### src/rtl/mult_bcd_conv.sv
// mult_bcd_conv: sequential signed-binary to packed-BCD converter.
// Double dabble, one product bit per clock, DIGITS+1 scratch digits.
// Ports: clk, rst (async, high), start, product[2M-1:0] (signed),
//   busy (SHIFT), done (1-cycle), neg, ovf, bcd[4*DIGITS-1:0].
// Option: MULT_BCD_ZERO_BLANK_EN blanks leading zero digits with 4'hF.
module mult_bcd_conv #(
   parameter int M      = 4,
   parameter int DIGITS = 3
) (
   input  logic                  clk,
   input  logic                  rst,
   input  logic                  start,
   input  logic [2*M-1:0]        product,
   output logic                  busy,
   output logic                  done,
   output logic                  neg,
   output logic                  ovf,
   output logic [4*DIGITS-1:0]   bcd
);

   localparam int W  = 2 * M;
   localparam int SW = 4 * (DIGITS + 1);
   localparam int BW = 4 * DIGITS;
   localparam int CW = $clog2(W + 1);

   typedef enum logic [1:0] {
      S_IDLE,
      S_SHIFT,
      S_DONE
   } state_t;

   state_t          state_q, state_d;
   logic [CW-1:0]   cnt_q, cnt_d;
   logic [W-1:0]    mag_q, mag_d;
   logic            sign_q, sign_d;
   logic [SW-1:0]   scr_q, scr_d;
   logic            lost_q, lost_d;
   logic [BW-1:0]   bcd_q, bcd_d;
   logic            neg_q, neg_d;
   logic            ovf_q, ovf_d;

   logic [SW-1:0]   scr_adj;
   logic [SW-1:0]   scr_sh;
   logic [W-1:0]    mag_sh;
   logic            lost_sh;
   logic            hi_nz;
   logic [BW-1:0]   res;
   logic            lead;

   // state register and datapath flops
   always_ff @(posedge clk or posedge rst) begin
      if (rst) begin
         state_q <= S_IDLE;
         cnt_q   <= '0;
         mag_q   <= '0;
         sign_q  <= 1'b0;
         scr_q   <= '0;
         lost_q  <= 1'b0;
         bcd_q   <= '0;
         neg_q   <= 1'b0;
         ovf_q   <= 1'b0;
      end else begin
         state_q <= state_d;
         cnt_q   <= cnt_d;
         mag_q   <= mag_d;
         sign_q  <= sign_d;
         scr_q   <= scr_d;
         lost_q  <= lost_d;
         bcd_q   <= bcd_d;
         neg_q   <= neg_d;
         ovf_q   <= ovf_d;
      end
   end

   // one double-dabble step plus the result the step would produce
   always_comb begin
      scr_adj = scr_q;
      for (int i = 0; i <= DIGITS; i++) begin
         if (scr_q[4*i +: 4] >= 4'd5) begin
            scr_adj[4*i +: 4] = scr_q[4*i +: 4] + 4'd3;
         end
      end
      scr_sh  = {scr_adj[SW-2:0], mag_q[W-1]};
      mag_sh  = {mag_q[W-2:0], 1'b0};
      // a bit pushed out of the top digit also means overflow
      lost_sh = lost_q | scr_adj[SW-1];
      hi_nz   = (scr_sh[SW-1 -: 4] != 4'd0) | lost_sh;
      res     = scr_sh[BW-1:0];
      lead    = 1'b1;
`ifdef MULT_BCD_ZERO_BLANK_EN
      for (int i = DIGITS - 1; i >= 1; i--) begin
         if (lead && (res[4*i +: 4] == 4'd0)) begin
            res[4*i +: 4] = 4'hF;
         end else begin
            lead = 1'b0;
         end
      end
`endif
   end

   // next-state logic
   always_comb begin
      state_d = state_q;
      unique case (state_q)
         S_IDLE:  if (start) state_d = S_SHIFT;
         S_SHIFT: if (cnt_q == CW'(1)) state_d = S_DONE;
         S_DONE:  state_d = S_IDLE;
         default: state_d = S_IDLE;
      endcase
   end

   // datapath next values
   always_comb begin
      cnt_d  = cnt_q;
      mag_d  = mag_q;
      sign_d = sign_q;
      scr_d  = scr_q;
      lost_d = lost_q;
      bcd_d  = bcd_q;
      neg_d  = neg_q;
      ovf_d  = ovf_q;
      unique case (state_q)
         S_IDLE: begin
            if (start) begin
               // -2^(W-1) negates to itself, read back as unsigned 2^(W-1)
               mag_d  = product[W-1] ? (~product + W'(1)) : product;
               sign_d = product[W-1];
               scr_d  = '0;
               lost_d = 1'b0;
               cnt_d  = CW'(W);
            end
         end
         S_SHIFT: begin
            scr_d  = scr_sh;
            mag_d  = mag_sh;
            lost_d = lost_sh;
            cnt_d  = cnt_q - CW'(1);
            if (cnt_q == CW'(1)) begin
               neg_d = sign_q;
               ovf_d = hi_nz;
               bcd_d = hi_nz ? {DIGITS{4'h9}} : res;
            end
         end
         default: ;
      endcase
   end

   // outputs
   always_comb begin
      busy = (state_q == S_SHIFT);
      done = (state_q == S_DONE);
      neg  = neg_q;
      ovf  = ovf_q;
      bcd  = bcd_q;
   end

endmodule

### config.mk
export PLATFORM = sky130hd
export DESIGN_NAME = mult_bcd_conv
export DESIGN_NICKNAME = d
export VERILOG_FILES = /design/src/rtl/mult_bcd_conv.sv
export SDC_FILE = /design/constraint.sdc
export NUM_CORES = 1
export LEC_CHECK = 0
export BUFFER_PORTS_ARGS = -buffer_cell sky130_fd_sc_hd__buf_2
export CAP_MARGIN = 20
export CORE_MARGIN = 5
export CORE_UTILIZATION = 55
export CTS_CLUSTER_SIZE = 28
export DETAILED_ROUTE_END_ITERATION = 7
export HOLD_SLACK_MARGIN = 0.05
export PLACE_DENSITY = 0.75
export SETUP_SLACK_MARGIN = 0.05
export SLEW_MARGIN = 15
export SYNTH_ARGS = -nofsm -noshare
export SYNTH_HDL_FRONTEND = slang
export SYNTH_SLANG_ARGS = --single-unit
### constraint.sdc
create_clock -name clk -period 2.5 [get_ports clk]
set_input_delay 0.125 -clock clk [delete_from_list [all_inputs] [get_ports clk]]
set_output_delay 0.125 -clock clk [all_outputs]
set_load 0.01 [all_outputs]
# Word level (Yosys, flattened, before mapping)
# Index checks and enable logic that the tools add are counted.
# totals
reg_bits,46
inputBits,11
rom_bits,0
memories,0
out_inout_bits,16
latchBits,0
word_cells,51
ram_bits,0
# op_classes
n_reduce_logical,7
n_mul,0
n_eq_ne,5
shifts,0
bitwise_logic,3
mux,17
n_div,0
n_addsub,6
n_lt_le_gt_ge,4
# ops
cell,count
$pmux W16 S2,1
$mux W4,5
$add A4 B2 Y4 const B,4
$ge A4 B3 Y1 const B,4
$mux W16,1
$mux W8,2
$pmux W8 S2,1
$mux W12,1
$add A8 B1 Y8 const B,1
$not A8 Y8,1
$pmux W4 S2,1
$reduce_and A2 Y1,4
$eq A4 B1 Y1 const B,1
$mux W2,2
$pmux W2 S2,1
$reduce_bool A4 Y1,1
$sub A4 B1 Y4 const B,1
$eq A2 B1 Y1 const B,1
$eq A2 B2 Y1 const B,1
$logic_not A2 Y1,1
$ne A2 B1 Y1 const B,1
$ne A2 B2 Y1 const B,1
$or A1 B1 Y1,2
$pmux W1 S2,1
2 further kinds,2

# Longest topological paths before layout
# logic_depth
word_depth,5
ltp_mapped,7
ltp_nobuf,7

# Least setup slack after synthesis
# No wires, ideal clock.
# synth_timing
path_type,register to register
from,register scr_q[12]
to,"register bcd_q[11], in the netlist bcd[11]"
synth_period_minus_slack_ps,1859
arrival_time_ps,1733
stages_incl_launch_ff,8
required_ps,2374
n_path_buf,1
path_slack_ps,641
setup_ps,126
cell_sequence,dfrtp_1 inv_1 ha_1 nand2b_2 a211oi_2 and2b_1 buf_6 o32a_1
# synth_via
elab_chain_len,5
elab_cells_between_ends,7
cone_classes,1 x add/sub; 1 x order compare; 2 x mux; 2 x bitwise; 1 x reduce/logical
# synth_rtl
element,line,text
from (decl),36,"logic [SW-1:0] scr_q, scr_d;"
from (signal assigned),67,scr_q <= scr_d;
$add A4 B2 Y4 / $ge A4 B3 Y1 (equally long branches),"80, 79",
$mux W4 (*),79,if (scr_q[4*i +: 4] >= 4'd5) begin
$reduce_bool A4 Y1 / $or A1 B1 Y1 (equally long branches),"87, 86",
$or A1 B1 Y1 (*),87,hi_nz = (scr_sh[SW-1 -: 4] != 4'd0) | lost_sh;
$mux W12 (*),141,bcd_d = hi_nz ? {DIGITS{4'h9}} : res;
to (signal assigned),59,bcd_q <= '0;
to (signal assigned),69,bcd_q <= bcd_d;
to (decl),38,"logic [BW-1:0] bcd_q, bcd_d;"
# Mark *: on every way between the ends. The rest lies on a longest branch, timed or not.
# A chain may end at the register's enable or synchronous reset.

# Worst setup path in the final report
# layout_timing
from,register scr_q[12]
to,"register bcd_q[7], in the netlist bcd[7]"
# The elaborated chain is that of the path after synthesis.

==> qor.yml <==
pin_count: 27
synth-compound-area-share: 0.194
avgSynthCellArea_um2: 9.65
hold-worst-slack_ns: 0.111
synth_ff_type: "dfrtp_1"
grt_pass1_vias: 1956
slew_headroom: 0.347
muxShareOfSynthArea: 0.0177
routed_wirelength_mm: 5.15
crit_start: "scr_q[12]$_DFFE_PP0P_"
yosysTopAreaCell: "dfrtp_1"
yosysSeqAreaShare: 0.464
grt_use_total: 0.188
synth-edff-count: 0
internal_power_mw: 1.98
power.combinational.fraction: 0.478
path_clk_slew_ns: 0.10
cts_max_path_buffers: 2
top_layer_used: "met4"
coreArea_um2: 4350
synth_simple_gate_area_frac: 0.184
cts.htree.levels: 2
synth.distinct_cells: 43
critPathKind: "reg -> reg"
place_hpwl_mm: 3.78
dp_cells: 328
irDropWorstVdd_mv: 0.557
final.setup_skew_ns: 0.00818
synthXorXnorAreaFrac: 0.0353
wl_met1_mm: 2.33
die-area_um2: 5950
layout_setup_ws_ns: 0.411
vias: 1931
dr.first_iter.drc_count: 126
drc: 0
yosysWarnings: 0
crit_path_max_fanout: 10
syn-instance-count: 257
timing_hold_violations_final: 0
placementRows: 24
fin_tns_setup_ns: 0
start_kind: "register"
synth_seq_cells: 46
cts_tree: "done"
ant_nets: 0
yosys.area_share.adder: 0.0555
diodes: 0
dr_wl_met2_mm: 2.58
initial_core_util: 0.570
setup_viol: 0
rsz0062_at_grt: "no"
final_util: 0.633
p_sw_mw: 1.55
place_congestion: 0.812
fin_cells: 337
viasPerCell: 5.73
synthTopCellsByArea: "dfrtp_1, o21ai_0, ha_1"
maxSlewViolCount: 0
cap_violations: 0
p_seq_frac: 0.387
p_leak_nw: 1.24
grt_pass1_wl_mm: 9.14
synth_fp_nets: 279
cp-end-kind: "register"
hold_path.startpoint: "product[7]"
fin_area_um2: 2760
die_width_um: 77.2
die_h_um: 77.2
syn_to_final_growth_pct: 11.1
layout.nets: 306
period_share: 0.836
synth_top_family_by_area: "compound AO/OA/AOI/OAI gates"
cp.required_ns: 2.70
synth.top_cells.by_count: "dfrtp_1, o21ai_0, nand2_1, inv_1, nand3_1"
async_flop_share: 1.00
switching_share: 0.440
cts_buffers: 5
cts-root-buf: "clkbuf_8"
numPortBuffers: 26
dp_slack_ns: 0.424
p_per_area_nw_per_um2: 1280
placed_area_um2: 2650
min_path_type: "in -> reg"
antenna_found_initial: 0
clkPwrFrac: 0.135
grt_max_degree: 37
wl_met3_um: 153
grt-ovfl-total: 0
fmax_mhz: 479
post_drt_wl_per_cell_um: 15.3
outcome: "completed"
finalPower_mw: 3.53
netlist_area_um2: 2480
yosysMostFrequentCell: "dfrtp_1"
worst_slew_pin_slew_ns: 0.975
r2r_start: "scr_q[12]$_DFFE_PP0P_"
arrival_ns: 2.29
period_minus_slack_ns: 2.09
dr.pass1.iters: 4
clock-sinks: 46
synth_top_area_frac: 0.464
clk_latency_ns: 0.31
drive_gt1_frac: 0.182
-- per-layer routing --
| layer | GRT usage | vias up |
|---|---|---|
| met3 | 0.0410 | 10 |
| met2 | 0.325 | 31 |
| li1 | - | 963 |
| met1 | 0.233 | 927 |
| met5 | 0 | - |
| met4 | 0.0550 | 0 |
-- timing repair --
action                                 CTS  global route
hold buffers                             1             0
setup buffers                            0             0
resized for setup                        0             0
endpoints found under the hold margin   21             0
-- power by group through the flow --
stage	combinational, mW	clock, mW	sequential [mW]
6_report	1.69	0.477	1.37
5_1_grt	1.92	0.518	1.42
4_1_cts	1.70	0.486	1.37
3_5_place_dp	1.70	0	1.38
3_3_place_gp	1.63	0	1.37
2_1_floorplan	1.29	0	1.34
-- kinds of logic (layout without fill, tap and decap cells) --
kind of cell / Yosys count / in the layout
AND/OR/NAND/NOR: 82 / 82
buffers and inverters: 29 / 57
flip-flops: 46 / 46
adder cells (fa/ha/maj): 11 / 11
XOR/XNOR: 10 / 10
AO/OA/AOI/OAI: 75 / 75
multiplexers: 4 / 4
-- state kept, by name, summed over array words and instances, names as in the netlist --
| register | count |
|---|---|
| scr_q | 16 |
| bcd | 12 |
| mag_q | 8 |
| cnt_q | 4 |
| state_q | 2 |
| lost_q | 1 |
| neg | 1 |
| ovf | 1 |
| sign_q | 1 |
-- placed cells by master, fill, tap and decap left out, drive strengths merged, types with 3 or more instances in the layout --
cell,n
nor3,6
nand2,25
or3b,3
inv,16
ha,11
nor2b,3
a22oi,6
nand3,15
nor3b,5
o32a,4
xor2,4
a21oi,10
mux2,3
dfrtp,46
o21ai,33
nor2,9
clkinv,3
nand2b,10
clkbuf,5
buf,31
xnor2,6
a31oi,4
o31ai,11
-- final timing paths --
| check | to | slack [ns] | cells after the start |
|---|---|---|---|
| hold / removal | sign_q$_DFFE_PP0P_ | 0.11 | 3 |
| hold reg to reg | neg$_DFFE_PP0P_ | 0.47 | 2 |
| min in group asynchronous | bcd[0]$_DFFE_PP0P_ | 0.41 | 3 |
| setup / recovery | bcd[7]$_DFFE_PP0P_ | 0.41 | 6 |
| setup reg to reg | bcd[7]$_DFFE_PP0P_ | 0.41 | 6 |
| max in group asynchronous | scr_q[11]$_DFFE_PP0P_ | 1.49 | 4 |
-- critical path, stage by stage, from the launching register on --
cell and delay, ns:
dfrtp_1 0.48, inv_1 0.13, ha_1 0.26, nand2b_2 0.10, a211oi_2 0.27, and2b_1 0.34
o32a_1 0.39
-- area by class of cell --
cell class	instances	area, um2
Fill cell	365	1600
Clock buffer	5	68.8
Timing Repair Buffer	32	178
Sequential cell	46	1150
Inverter	17	63.8
Clock inverter	3	25.0
Tap cell	52	65.1
Multi-Input combinational cell	182	1200
Note: power is estimated with default switching activity, not from simulation.
